===== src/rtl/mpu_table_writer.sv =====
// Writer for the MPU region table in main memory: turns host region commands
// into word bursts, header word last, and flags the MPU cache stale on completion.
module mpu_table_writer #(
  parameter int MPU_START_ADDR = 768,
  parameter int MPU_ITEM_NUM   = 16,
  parameter int MPU_ITEM_LEN   = 5,
  parameter int IDX_W          = 4
) (
  input  logic             clk,
  input  logic             resetn,
  input  logic             cfg_valid,
  output logic             cfg_ready,
  input  logic             cfg_op,
  input  logic [IDX_W-1:0] cfg_index,
  input  logic             cfg_enable,
  input  logic [31:0]      cfg_pc_lo,
  input  logic [31:0]      cfg_pc_hi,
  input  logic [31:0]      cfg_d_lo,
  input  logic [31:0]      cfg_d_hi,
  output logic             cfg_done,
  output logic             cfg_err,
  output logic             busy,
  output logic             mem_req,
  input  logic             mem_gnt,
  output logic [3:0]       mem_wen,
  output logic [21:0]      mem_addr,
  output logic [31:0]      mem_wdata,
  output logic             table_updated
);

  // state   | meaning
  // S_IDLE  | waiting for a host command, cfg_ready high
  // S_BURST | writing words of an entry or of the whole-table clear

  localparam int CLR_WORDS = MPU_ITEM_NUM * MPU_ITEM_LEN + 1;
  localparam int CNT_W     = $clog2(CLR_WORDS + 1);
  localparam logic [CNT_W-1:0] ENT_LAST = CNT_W'(MPU_ITEM_LEN - 1);
  localparam logic [CNT_W-1:0] CLR_LAST = CNT_W'(CLR_WORDS - 1);

  typedef enum logic {
    S_IDLE  = 1'b0,
    S_BURST = 1'b1
  } state_t;

  state_t           state_q, state_d;
  logic [CNT_W-1:0] cnt_q, cnt_d;
  logic             done_q, done_d;
  logic             err_q, err_d;

  logic             op_q;
  logic             en_q;
  logic [IDX_W-1:0] idx_q;
  logic [31:0]      pc_lo_q, pc_hi_q, d_lo_q, d_hi_q;

  logic             accept;
  logic             cmd_bad;
  logic             last_word;
  logic [CNT_W-1:0] offset;
  logic [21:0]      base;
  logic [21:0]      addr_word;
  logic [31:0]      data_word;
  logic [31:0]      header;

  assign accept = cfg_valid && (state_q == S_IDLE);

  always_comb begin
    cmd_bad = 1'b0;
    if (!cfg_op) begin
      if (32'(cfg_index) >= 32'(MPU_ITEM_NUM))
        cmd_bad = 1'b1;
      // Disabled entries are never matched by the reader, so their bounds are free.
      if (cfg_enable && ((cfg_pc_lo > cfg_pc_hi) || (cfg_d_lo > cfg_d_hi)))
        cmd_bad = 1'b1;
    end
  end

  // Entry words go out as +1..+LEN-1 and then +0, so the header lands last.
  assign offset = (cnt_q == ENT_LAST) ? '0 : cnt_q + CNT_W'(1);
  assign base   = 22'(MPU_START_ADDR) + 22'(32'(idx_q) * 32'(MPU_ITEM_LEN));
  assign header = ((32'(idx_q) & 32'h0000_000F) << 4) | 32'(en_q);

  always_comb begin
    data_word = 32'h0;
    if (!op_q) begin
      case (offset)
        CNT_W'(0): data_word = header;
        CNT_W'(1): data_word = pc_lo_q;
        CNT_W'(2): data_word = pc_hi_q;
        CNT_W'(3): data_word = d_lo_q;
        CNT_W'(4): data_word = d_hi_q;
        default:   data_word = 32'h0;
      endcase
    end
  end

  assign addr_word = op_q ? 22'(MPU_START_ADDR) + 22'(cnt_q) : base + 22'(offset);
  assign last_word = op_q ? (cnt_q == CLR_LAST) : (cnt_q == ENT_LAST);

  always_ff @(posedge clk) begin
    if (!resetn) begin
      state_q <= S_IDLE;
      cnt_q   <= '0;
      done_q  <= 1'b0;
      err_q   <= 1'b0;
      op_q    <= 1'b0;
      en_q    <= 1'b0;
      idx_q   <= '0;
      pc_lo_q <= 32'h0;
      pc_hi_q <= 32'h0;
      d_lo_q  <= 32'h0;
      d_hi_q  <= 32'h0;
    end else begin
      state_q <= state_d;
      cnt_q   <= cnt_d;
      done_q  <= done_d;
      err_q   <= err_d;
      if (accept) begin
        op_q    <= cfg_op;
        en_q    <= cfg_enable;
        idx_q   <= cfg_index;
        pc_lo_q <= cfg_pc_lo;
        pc_hi_q <= cfg_pc_hi;
        d_lo_q  <= cfg_d_lo;
        d_hi_q  <= cfg_d_hi;
      end
    end
  end

  always_comb begin
    state_d   = state_q;
    cnt_d     = cnt_q;
    done_d    = 1'b0;
    err_d     = 1'b0;
    cfg_ready = 1'b0;
    busy      = 1'b0;
    mem_req   = 1'b0;
    mem_wen   = 4'h0;
    mem_addr  = 22'h0;
    mem_wdata = 32'h0;
    case (state_q)
      S_IDLE: begin
        cfg_ready = 1'b1;
        if (accept) begin
          if (cmd_bad) begin
            err_d = 1'b1;
          end else begin
            state_d = S_BURST;
            cnt_d   = '0;
          end
        end
      end
      S_BURST: begin
        busy      = 1'b1;
        mem_req   = 1'b1;
        mem_addr  = addr_word;
        mem_wdata = data_word;
        if (mem_gnt) begin
          mem_wen = 4'hF;
          if (last_word) begin
            state_d = S_IDLE;
            done_d  = 1'b1;
          end else begin
            cnt_d = cnt_q + CNT_W'(1);
          end
        end
      end
      default: state_d = S_IDLE;
    endcase
  end

  assign cfg_done      = done_q;
  assign table_updated = done_q;
  assign cfg_err       = err_q;

endmodule


===== config.mk =====
export PLATFORM = sky130hd
export DESIGN_NAME = mpu_table_writer
export DESIGN_NICKNAME = d
export VERILOG_FILES = /design/src/rtl/mpu_table_writer.sv
export SDC_FILE = /design/constraint.sdc
export NUM_CORES = 1
export LEC_CHECK = 0
export BUFFER_PORTS_ARGS = -buffer_cell sky130_fd_sc_hd__buf_4
export CAP_MARGIN = 10
export CORE_MARGIN = 2
export CORE_UTILIZATION = 33
export DETAILED_ROUTE_END_ITERATION = 8
export GPL_ROUTABILITY_DRIVEN = 0
export PLACE_DENSITY = 0.67
export SLEW_MARGIN = 40
export SYNTH_ARGS = -nofsm -noshare
export SYNTH_HDL_FRONTEND = slang
export SYNTH_SLANG_ARGS = --single-unit

===== constraint.sdc =====
create_clock -name clk -period 2.81 [get_ports clk]
set_clock_uncertainty 0.05 [all_clocks]
set_input_delay 0.1405 -clock clk [delete_from_list [all_inputs] [get_ports clk]]
set_output_delay 0.1405 -clock clk [all_outputs]
set_load 0.05 [all_outputs]

==> results.sh, run 1 <==
export IMPL_h_tree_depth=4
export IMPL_drive_gt1_share_pct=27.8
export IMPL_path_class="register to primary output"
export IMPL_cts_buffers=17
export IMPL_worst_slew_pin_slew_ns=0.624
export IMPL_syn_avg_cell_area_um2=7.97
export IMPL_overflow=0
export IMPL_dieWidth_um=166
export IMPL_cp_data_required_time_ns=2.62
export IMPL_synth_cells=1090
export IMPL_status="finished with violations"
export IMPL_ir_drop_mv=0.340
export IMPL_yosysWarnings=0
export IMPL_syn_to_final_growth_pct=55.9
export IMPL_min_period_ns=3.30
export IMPL_die_area_um2=27600
export IMPL_pwr_share_comb_pct=24.0
export IMPL_rsz0062_at_grt="true"
export IMPL_final_common_cell="nand2_1"
export IMPL_critical_path_slowest_cell="fa_1"
export IMPL_io_pins=202
export IMPL_ant_nets=0
export IMPL_hpwlAfterDp_um=20200
export IMPL_finalSetupViolCount=38
export IMPL_p_clk_share_pct=38.4
export IMPL_via_per_inst=5.04
export IMPL_power_frac_seq_pct=37.7
export IMPL_grt_pass1_wl_um=47700
export IMPL_grt_max_degree=61
export IMPL_io_buffers=189
export IMPL_syn_cell_area_um2=8680
export IMPL_drcViolationCount=0
export IMPL_ys_types=65
export IMPL_final_nets=1652
export IMPL_finalNonFillerCells=1781
export IMPL_synth_ff_type="dfxtp_1"
export IMPL_cts_root_buf="clkbuf_16"
export IMPL_start_util_pct=33.5
export IMPL_crit_chain="inv_4, ha_4, nor3b_4, and3_4, nor2_4, fa_1, ha_4, nor2b_4, o21ai_1, nand2b_1, a21o_1, a21oi_2, nor2_4, buf_8"
export IMPL_setup_slack_ns=-0.491
export IMPL_worstPathArrival_ns=3.11
export IMPL_internal_power_mw=4.17
export IMPL_rows=59
export IMPL_clk_pin_slew_ns=0.06
export IMPL_antenna_found_initial=2
export IMPL_num_vias=8982
export IMPL_yosys_top_cells_area="dfxtp_1 (33%), nand2_1 (13%), a21boi_0 (12%)"
export IMPL_synth_top_area_share_pct=33.2
export IMPL_swShare_pct=30.2
export IMPL_hold_path_class="input pin to register"
export IMPL_place_ws_ns=-0.281
export IMPL_cts_buffer_depth=2
export IMPL_relSlewSlack_pct=58.3
export IMPL_fmax_mhz=303
export IMPL_ys_ff_latch=144
export IMPL_synth_top_area_cell="dfxtp_1"
export IMPL_grt_total_usage_pct=21.6
export IMPL_cts_sinks=144
export IMPL_startpoint_type="register"
export IMPL_leakage_nw=5.71
export IMPL_yosysSeqAreaShare_pct=33.2
export IMPL_die_h_um=166
export IMPL_cp_max_fo=3
export IMPL_fin_crit_sh_pct=117
export IMPL_hold_violations=0
export IMPL_routed_wl_um=30300
export IMPL_cp_end_kind="primary output"
export IMPL_grt_pass1_vias=8905
export IMPL_dp_cells=1595
export IMPL_insertion_delay_ns=0.42
export IMPL_power_density_nw_per_um2=441
export IMPL_p_switching_mw=1.80
export IMPL_whs_ns=0.0170
export IMPL_ys_async_sr_fraction_pct=0
export IMPL_cp_slowest_stage_delay_ns=0.52
export IMPL_maxCapViolations=0
export IMPL_firstDrtPassIters=8
export IMPL_violations="negative setup slack"
export IMPL_mostFrequentLayoutCells="nand2_1 (306), buf_4 (200), dfxtp_1 (141)"
export IMPL_synth_edf_count=0
export IMPL_cts_tree="built"
export IMPL_dr_first_iter_drc_count=650
export IMPL_slew_violations=0
export IMPL_avgRoutedWirePerCell_um=17.0
export IMPL_coreArea_um2=25900
-- per-layer routing --
layer / vias up / global-route usage (%) / routed length (um)
met5: - / 0 / 0
met2: 308 / 35.7 / 14300
li1: 4379 / - / -
met4: 0 / 7.46 / 731
met1: 4250 / 28.2 / 13100
met3: 45 / 4.17 / 2210
-- layout make-up --
| type | instances | area (um2) |
|---|---|---|
| fill | 2358 | 12400 |
| multi-input combinational | 795 | 5610 |
| timing repair buffer | 394 | 3720 |
| sequential | 144 | 2890 |
| clock buffer | 19 | 443 |
| tap | 335 | 419 |
| inverter | 79 | 299 |
| clock inverter | 13 | 153 |
| antenna | 2 | 5.00 |
-- power by group through the flow --
stage	Sequential (mW)	Clock, mW	Combinational [mW]
after floorplan	2.27	0	0.704
after global placement	2.28	0	1.12
after detailed placement	2.29	0	1.14
after CTS	2.24	2.34	1.39
after global routing	2.26	2.43	1.56
final	2.25	2.29	1.43
-- cell families after synthesis --
kind of cell               after synthesis  synth area share, %
and+or+nand+nor                        394                 19.7
AOI/OAI and AO/OA                      294                 24.4
buffers and inverters                  162                 8.88
DFF                                    144                 33.2
adders and majority gates               83                 12.2
xor gates and xnor gates                 9                 1.25
muxes                                    3                0.346
other                                    1               0.0432
-- synthesized netlist by cell type, types with 3 or more instances --
library cell,number
dfxtp_1,144
nor3_1,3
nor2_1,23
buf_1,6
and3_1,3
o22ai_1,5
o211ai_1,3
nor2b_1,7
a222oi_1,24
nand3_1,9
a21oi_1,64
a21oi_2,5
nor4_1,3
inv_1,77
nand2b_1,4
a22oi_1,21
ha_1,80
and2_1,3
buf_6,11
o21a_1,3
a21boi_0,136
fa_1,3
buf_2,7
xnor2_2,3
nand4_1,14
o21ai_0,12
mux2i_1,3
xnor2_1,3
buf_4,19
nand2_1,307
a21o_1,6
clkbuf_1,40
-- metrics by stage --
step | total power, mW | util (%) | TNS, ns | cell area (um2)
floorplan | 2.98 | - | -3.37 | 8810
global placement | 3.40 | 41.3 | -0.679 | 10700
detailed placement | 3.42 | 41.3 | -0.932 | 10700
CTS | 5.98 | 51.5 | -12.24 | 13300
global route | 6.25 | 52.2 | -19.72 | 13500
finish | 5.97 | 52.2 | -14.69 | 13500
-- worst paths after layout --
path                                  from     endpoint  slack [ns]  cells past startpoint
worst min register to register  d_lo_q[18]   d_lo_q[18]        0.41                      2
worst max-delay path              cnt_q[0]  mem_addr[7]       -0.49                     14
worst max register to register    cnt_q[2]     cnt_q[2]        0.71                      8
worst min-delay path               mem_gnt      state_q        0.02                      3
-- flip-flops by register name, indices dropped and copies added (netlist names) --
register / flops
idx_q: 4
pc_lo_q: 32
d_lo_q: 32
cnt_q: 7
cfg_done: 1
cfg_err: 1
op_q: 1
pc_hi_q: 32
en_q: 1
state_q: 1
d_hi_q: 32
-- repair_timing --
item | 4_1_cts | 5_1_grt
pin swaps | 61 | 28
buffers inserted | 13 | 5
hold endpoints to repair | 133 | 0
cloned | 6 | 1
setup endpoints to repair | 38 | 46
hold buffers | 132 | 0
resized for setup | 127 | 39
-- critical path: cells and delay by family, from the launching register on --
kind | cells | cell delay, ns
buf+inv | 2 | 0.20
compound gates | 3 | 0.50
flops | 1 | 0.35
simple gates | 6 | 0.79
fa+ha+maj | 3 | 0.85
Power figures use the tool's default switching activity.
==> run 2: changes to the inputs <==
PLACE_DENSITY = 0.65   (was 0.67)
clock period = 3.36 ns   (was 2.81 ns; I/O delays follow)
==> results.sh, run 2 (same netlist as run 1, synthesis figures left out) <==
export IMPL_crit_top_cell="ha_4"
export IMPL_num_vias=8926
export IMPL_critical_path_slowest_cell="fa_1"
export IMPL_io_buffers=189
export IMPL_hold_path_class="input pin to register"
export IMPL_cp_slowest_stage_delay_ns=0.57
export IMPL_cp_end_kind="primary output"
export IMPL_finalSetupViolCount=4
export IMPL_worst_slew_pin_slew_ns=0.750
export IMPL_start_util_pct=33.5
export IMPL_mostFrequentLayoutCells="nand2_1 (306), buf_4 (216), dfxtp_1 (140)"
export IMPL_drcViolationCount=2
export IMPL_fillers=2413
export IMPL_coreArea_um2=25900
export IMPL_maxCapViolations=0
export IMPL_final_util_pct=48.9
export IMPL_grt_total_usage_pct=21.2
export IMPL_ant_nets=0
export IMPL_routed_wl_um=29700
export IMPL_io_pins=202
export IMPL_syn_to_final_growth_pct=46.0
export IMPL_min_period_ns=3.50
export IMPL_final_nets=1621
export IMPL_status="finished with violations"
export IMPL_dr_first_iter_drc_count=626
export IMPL_relSlewSlack_pct=50.0
export IMPL_path_class="register to primary output"
export IMPL_drive_gt1_share_pct=22.3
export IMPL_cts_buffers=17
export IMPL_fin_crit_sh_pct=104
export IMPL_antenna_found_initial=2
export IMPL_firstDrtPassIters=9
export IMPL_cp_max_fo=4
export IMPL_slew_violations=0
export IMPL_cp_data_required_time_ns=3.14
export IMPL_final_common_cell="nand2_1"
export IMPL_power_density_nw_per_um2=389
export IMPL_insertion_delay_ns=0.42
export IMPL_avgRoutedWirePerCell_um=16.9
export IMPL_hold_violations=0
export IMPL_violations="design-rule violations, negative setup slack"
export IMPL_cts_sinks=144
export IMPL_worstPathArrival_ns=3.28
export IMPL_h_tree_depth=4
export IMPL_rows=59
export IMPL_grt_pass1_wl_um=46800
export IMPL_ir_drop_mv=0.278
export IMPL_die_area_um2=27600
export IMPL_fmax_mhz=286
export IMPL_cts_tree="built"
export IMPL_whs_ns=0.0222
export IMPL_leakage_nw=5.49
export IMPL_crit_chain="inv_4, ha_4, nor3b_4, and3_4, nor2_4, fa_1, ha_4, nor2b_4, o21ai_2, nand2b_1, buf_4, a21o_1, a21oi_2, nor2_1, buf_6"
export IMPL_via_per_inst=5.10
export IMPL_cts_root_buf="clkbuf_16"
export IMPL_place_ws_ns=0.0280
export IMPL_rsz0062_at_grt="true"
export IMPL_grt_max_degree=137
export IMPL_setup_slack_ns=-0.142
export IMPL_die_h_um=166
export IMPL_hpwlAfterDp_um=20000
export IMPL_dieWidth_um=166
export IMPL_overflow=0
export IMPL_startpoint_type="register"
export IMPL_cts_buffer_depth=2
export IMPL_clk_pin_slew_ns=0.06
export IMPL_finalPower_mw=4.94
export IMPL_grt_pass1_vias=8748
-- run 2: cell types whose count changed in the layout (fill, tap and decap cells not counted), moves of 3 or more --
cell / delta
buf_12: -11
nor2_4: -3
buf_4: +16
a21oi_4: -13
nor2_1: +4
buf_6: -33
a21oi_1: +28
a22oi_2: -13
inv_2: -3
a22oi_1: +13
buf_8: -4
ha_4: -5
a21oi_2: -15
ha_1: +5
-- run 2: timing repair --
item	in CTS	in global routing
gates cloned	1	0
endpoints found under the setup margin	27	30
resized for setup	20	26
pin swaps	10	29
hold buffers	132	1
hold endpoints to repair	133	1
buffers inserted	4	12
-- run 2: path summary, 6_finish.rpt --
path / cells past startpoint / slack, ns / to / start
max: 15 / -0.14 / mem_addr[7] / cnt_q[0]
min: 3 / 0.02 / pc_lo_q[27] / cfg_pc_lo[27]
max reg2reg: 7 / 0.96 / cnt_q[2] / op_q
min reg2reg: 2 / 0.41 / pc_hi_q[8] / pc_hi_q[8]
-- run 2: final cells by class --
cell class | instances | area [um2] | share of cell area, %
diodes | 2 | 5.00 | 0.0395
clock buffers | 19 | 453 | 3.57
repair buffers | 363 | 3210 | 25.3
flip-flops and latches | 144 | 2890 | 22.8
well taps | 335 | 419 | 3.31
multi-input cells | 795 | 5240 | 41.4
clock inverters | 13 | 150 | 1.18
inverters | 79 | 302 | 2.38
-- run 2: stage by stage --
stage          setup TNS (ns)  instance area (um2)  cells
2_1_floorplan               0                 8730   1101
3_3_place_gp                0                10300   1563
3_5_place_dp                0                10400   1566
4_1_cts                -0.163                12500   1735
5_1_grt                 -1.23                12700   1750
6_report               -0.494                12700   1750
-- run 2: metal layers --
metal	routed length (um)	track usage [%]	share of wire (%)	up-vias
li1	-	-	-	4316
met1	13100	27.2	44	4245
met2	14300	35.8	48	316
met3	1560	3.98	5.3	49
met4	765	6.93	2.6	0
met5	0	0	0	-
-- run 2: report_power, final --
group | switching (mW) | total [mW] | internal [mW]
Combinational | 0.606 | 1.10 | 0.489
Sequential | 0.0642 | 1.88 | 1.81
Clock | 0.812 | 1.96 | 1.15
-- run 2: critical path: cells and delay by family, from the launching register on --
| family | cells | cell delay [ns] |
|---|---|---|
| fa+ha+maj | 3 | 0.93 |
| simple gates | 6 | 0.80 |
| flops | 1 | 0.37 |
| compound gates | 3 | 0.39 |
| buf+inv | 3 | 0.39 |
==> run 3: changes to the inputs <==
CORE_ASPECT_RATIO = 0.7   (was unset)
CORE_UTILIZATION = 55   (was 33)
PLACE_DENSITY = 0.93   (was 0.65)
==> results.sh, run 3 (same netlist as run 1, synthesis figures left out) <==
export IMPL_via_per_inst=5.94
export IMPL_r2r_end="cnt_q[2]"
export IMPL_finalSetupViolCount=5
export IMPL_clk_pin_slew_ns=0.06
export IMPL_hp_start="cfg_d_hi[28]"
export IMPL_slew_violations=0
export IMPL_coreArea_um2=15500
export IMPL_fin_crit_sh_pct=108
export IMPL_path_class="register to primary output"
export IMPL_violations="negative setup slack"
export IMPL_syn_to_final_growth_pct=40.8
export IMPL_min_path_cells=3
export IMPL_io_pins=202
export IMPL_num_vias=9410
export IMPL_cp_max_fo=5
export IMPL_min_period_ns=3.63
export IMPL_cts_tree="built"
export IMPL_worst_slew_pin_slew_ns=0.712
export IMPL_firstDrtPassIters=6
export IMPL_dp_cells=1425
export IMPL_final_util_pct=79.1
export IMPL_insertion_delay_ns=0.42
export IMPL_cp_data_required_time_ns=3.14
export IMPL_avgRoutedWirePerCell_um=19.8
export IMPL_drive_gt1_share_pct=21.9
export IMPL_setup_slack_ns=-0.275
export IMPL_hold_path_end="d_hi_q[28]"
export IMPL_h_tree_depth=4
export IMPL_cp_end_kind="primary output"
export IMPL_grt_pass1_wl_um=47200
export IMPL_mostFrequentLayoutCells="nand2_1 (306), buf_4 (208), dfxtp_1 (140)"
export IMPL_hpwlAfterDp_um=18400
export IMPL_die_h_um=109
export IMPL_diodes=0
export IMPL_fmax_mhz=275
export IMPL_antenna_found_initial=0
export IMPL_grt_pass1_vias=9394
export IMPL_status="finished with violations"
export IMPL_reg2reg_slack_ns=0.68
export IMPL_cts_buffer_depth=2
export IMPL_leakage_nw=5.36
export IMPL_startpoint_type="register"
export IMPL_hold_path_class="input pin to register"
export IMPL_r2r_start="op_q"
export IMPL_grt_total_usage_pct=35.7
export IMPL_relSlewSlack_pct=52.4
export IMPL_worstPathArrival_ns=3.42
export IMPL_start_util_pct=56.2
export IMPL_whs_ns=0.00228
export IMPL_finalNonFillerCells=1585
export IMPL_drcViolationCount=0
export IMPL_cts_buffers=17
export IMPL_dieWidth_um=154
export IMPL_cts_root_buf="clkbuf_16"
export IMPL_dr_first_iter_drc_count=1034
export IMPL_power_density_nw_per_um2=408
export IMPL_ir_drop_mv=0.346
export IMPL_final_nets=1595
export IMPL_rows=38
export IMPL_grt_max_degree=136
export IMPL_rsz0062_at_grt="true"
export IMPL_hold_violations=0
export IMPL_r2r_cells=7
export IMPL_maxCapViolations=0
export IMPL_tns_ns=-1.15
export IMPL_die_area_um2=16800
export IMPL_cts_sinks=144
export IMPL_final_common_cell="nand2_1"
export IMPL_ant_nets=0
export IMPL_routed_wl_um=31300
export IMPL_io_buffers=189
export IMPL_overflow=0
[run 3: worst max path at each step]
| stage | endpoint | cells after the start | start | slack, ns |
|---|---|---|---|---|
| floorplan | mem_addr[7] | 15 | cnt_q[0] | 0.09 |
| global placement | mem_addr[6] | 14 | cnt_q[0] | 0.15 |
| detailed placement | mem_addr[6] | 14 | cnt_q[0] | 0.03 |
| CTS | mem_addr[6] | 14 | cnt_q[0] | -0.04 |
| global route | mem_addr[5] | 15 | cnt_q[0] | -0.33 |
| finish | mem_addr[3] | 13 | cnt_q[0] | -0.27 |
[run 3: report_power, final]
part           switching (mW)  internal [mW]
combinational           0.630          0.469
clock                   0.770           1.24
sequential             0.0698           1.81
total                    1.47           3.52
[run 3: routing by layer]
| layer | wire (um) | vias up | GRT usage, % |
|---|---|---|---|
| li1 | - | 4257 | - |
| met1 | 12100 | 4384 | 42.7 |
| met2 | 14800 | 628 | 61.3 |
| met3 | 2890 | 141 | 7.19 |
| met4 | 1570 | 0 | 18.7 |
| met5 | 0 | - | 0 |
[run 3: layout make-up]
cell class / count / area [um2]
fill: 926 / 3220
sequential: 144 / 2890
timing repair buffer: 337 / 2920
clock buffer: 17 / 425
multi-input combinational: 795 / 5250
clock inverter: 13 / 188
inverter: 79 / 302
tap: 200 / 250
[run 3: worst max-delay path, cell delays in order (launching register included)]
cell     delay, ns
dfxtp_4       0.39
buf_4         0.13
nand3_1       0.13
xor2_1        0.40
nor2_4        0.06
fa_1          0.55
ha_4          0.22
nor2b_4       0.13
buf_4         0.14
buf_4         0.13
nor3_2        0.18
a21oi_1       0.10
nor2_1        0.23
buf_6         0.20
[run 3: through the flow]
step	power, mW	instance area [um2]	setup slack [ns]
final	4.99	12200	-0.275
after global routing	5.14	12200	-0.326
after CTS	4.90	12000	-0.0370
after detailed placement	2.82	10100	0.0326
after global placement	2.78	10100	0.152
after floorplan	2.48	8730	0.0921
[run 3: repair_timing]
action,in CTS,in global routing
hold buffers,115,2
setup endpoints to repair,38,36
gates resized for setup,23,25
gates cloned,0,1
endpoints found under the hold margin,115,2
setup buffers,7,4
pin swaps,5,15
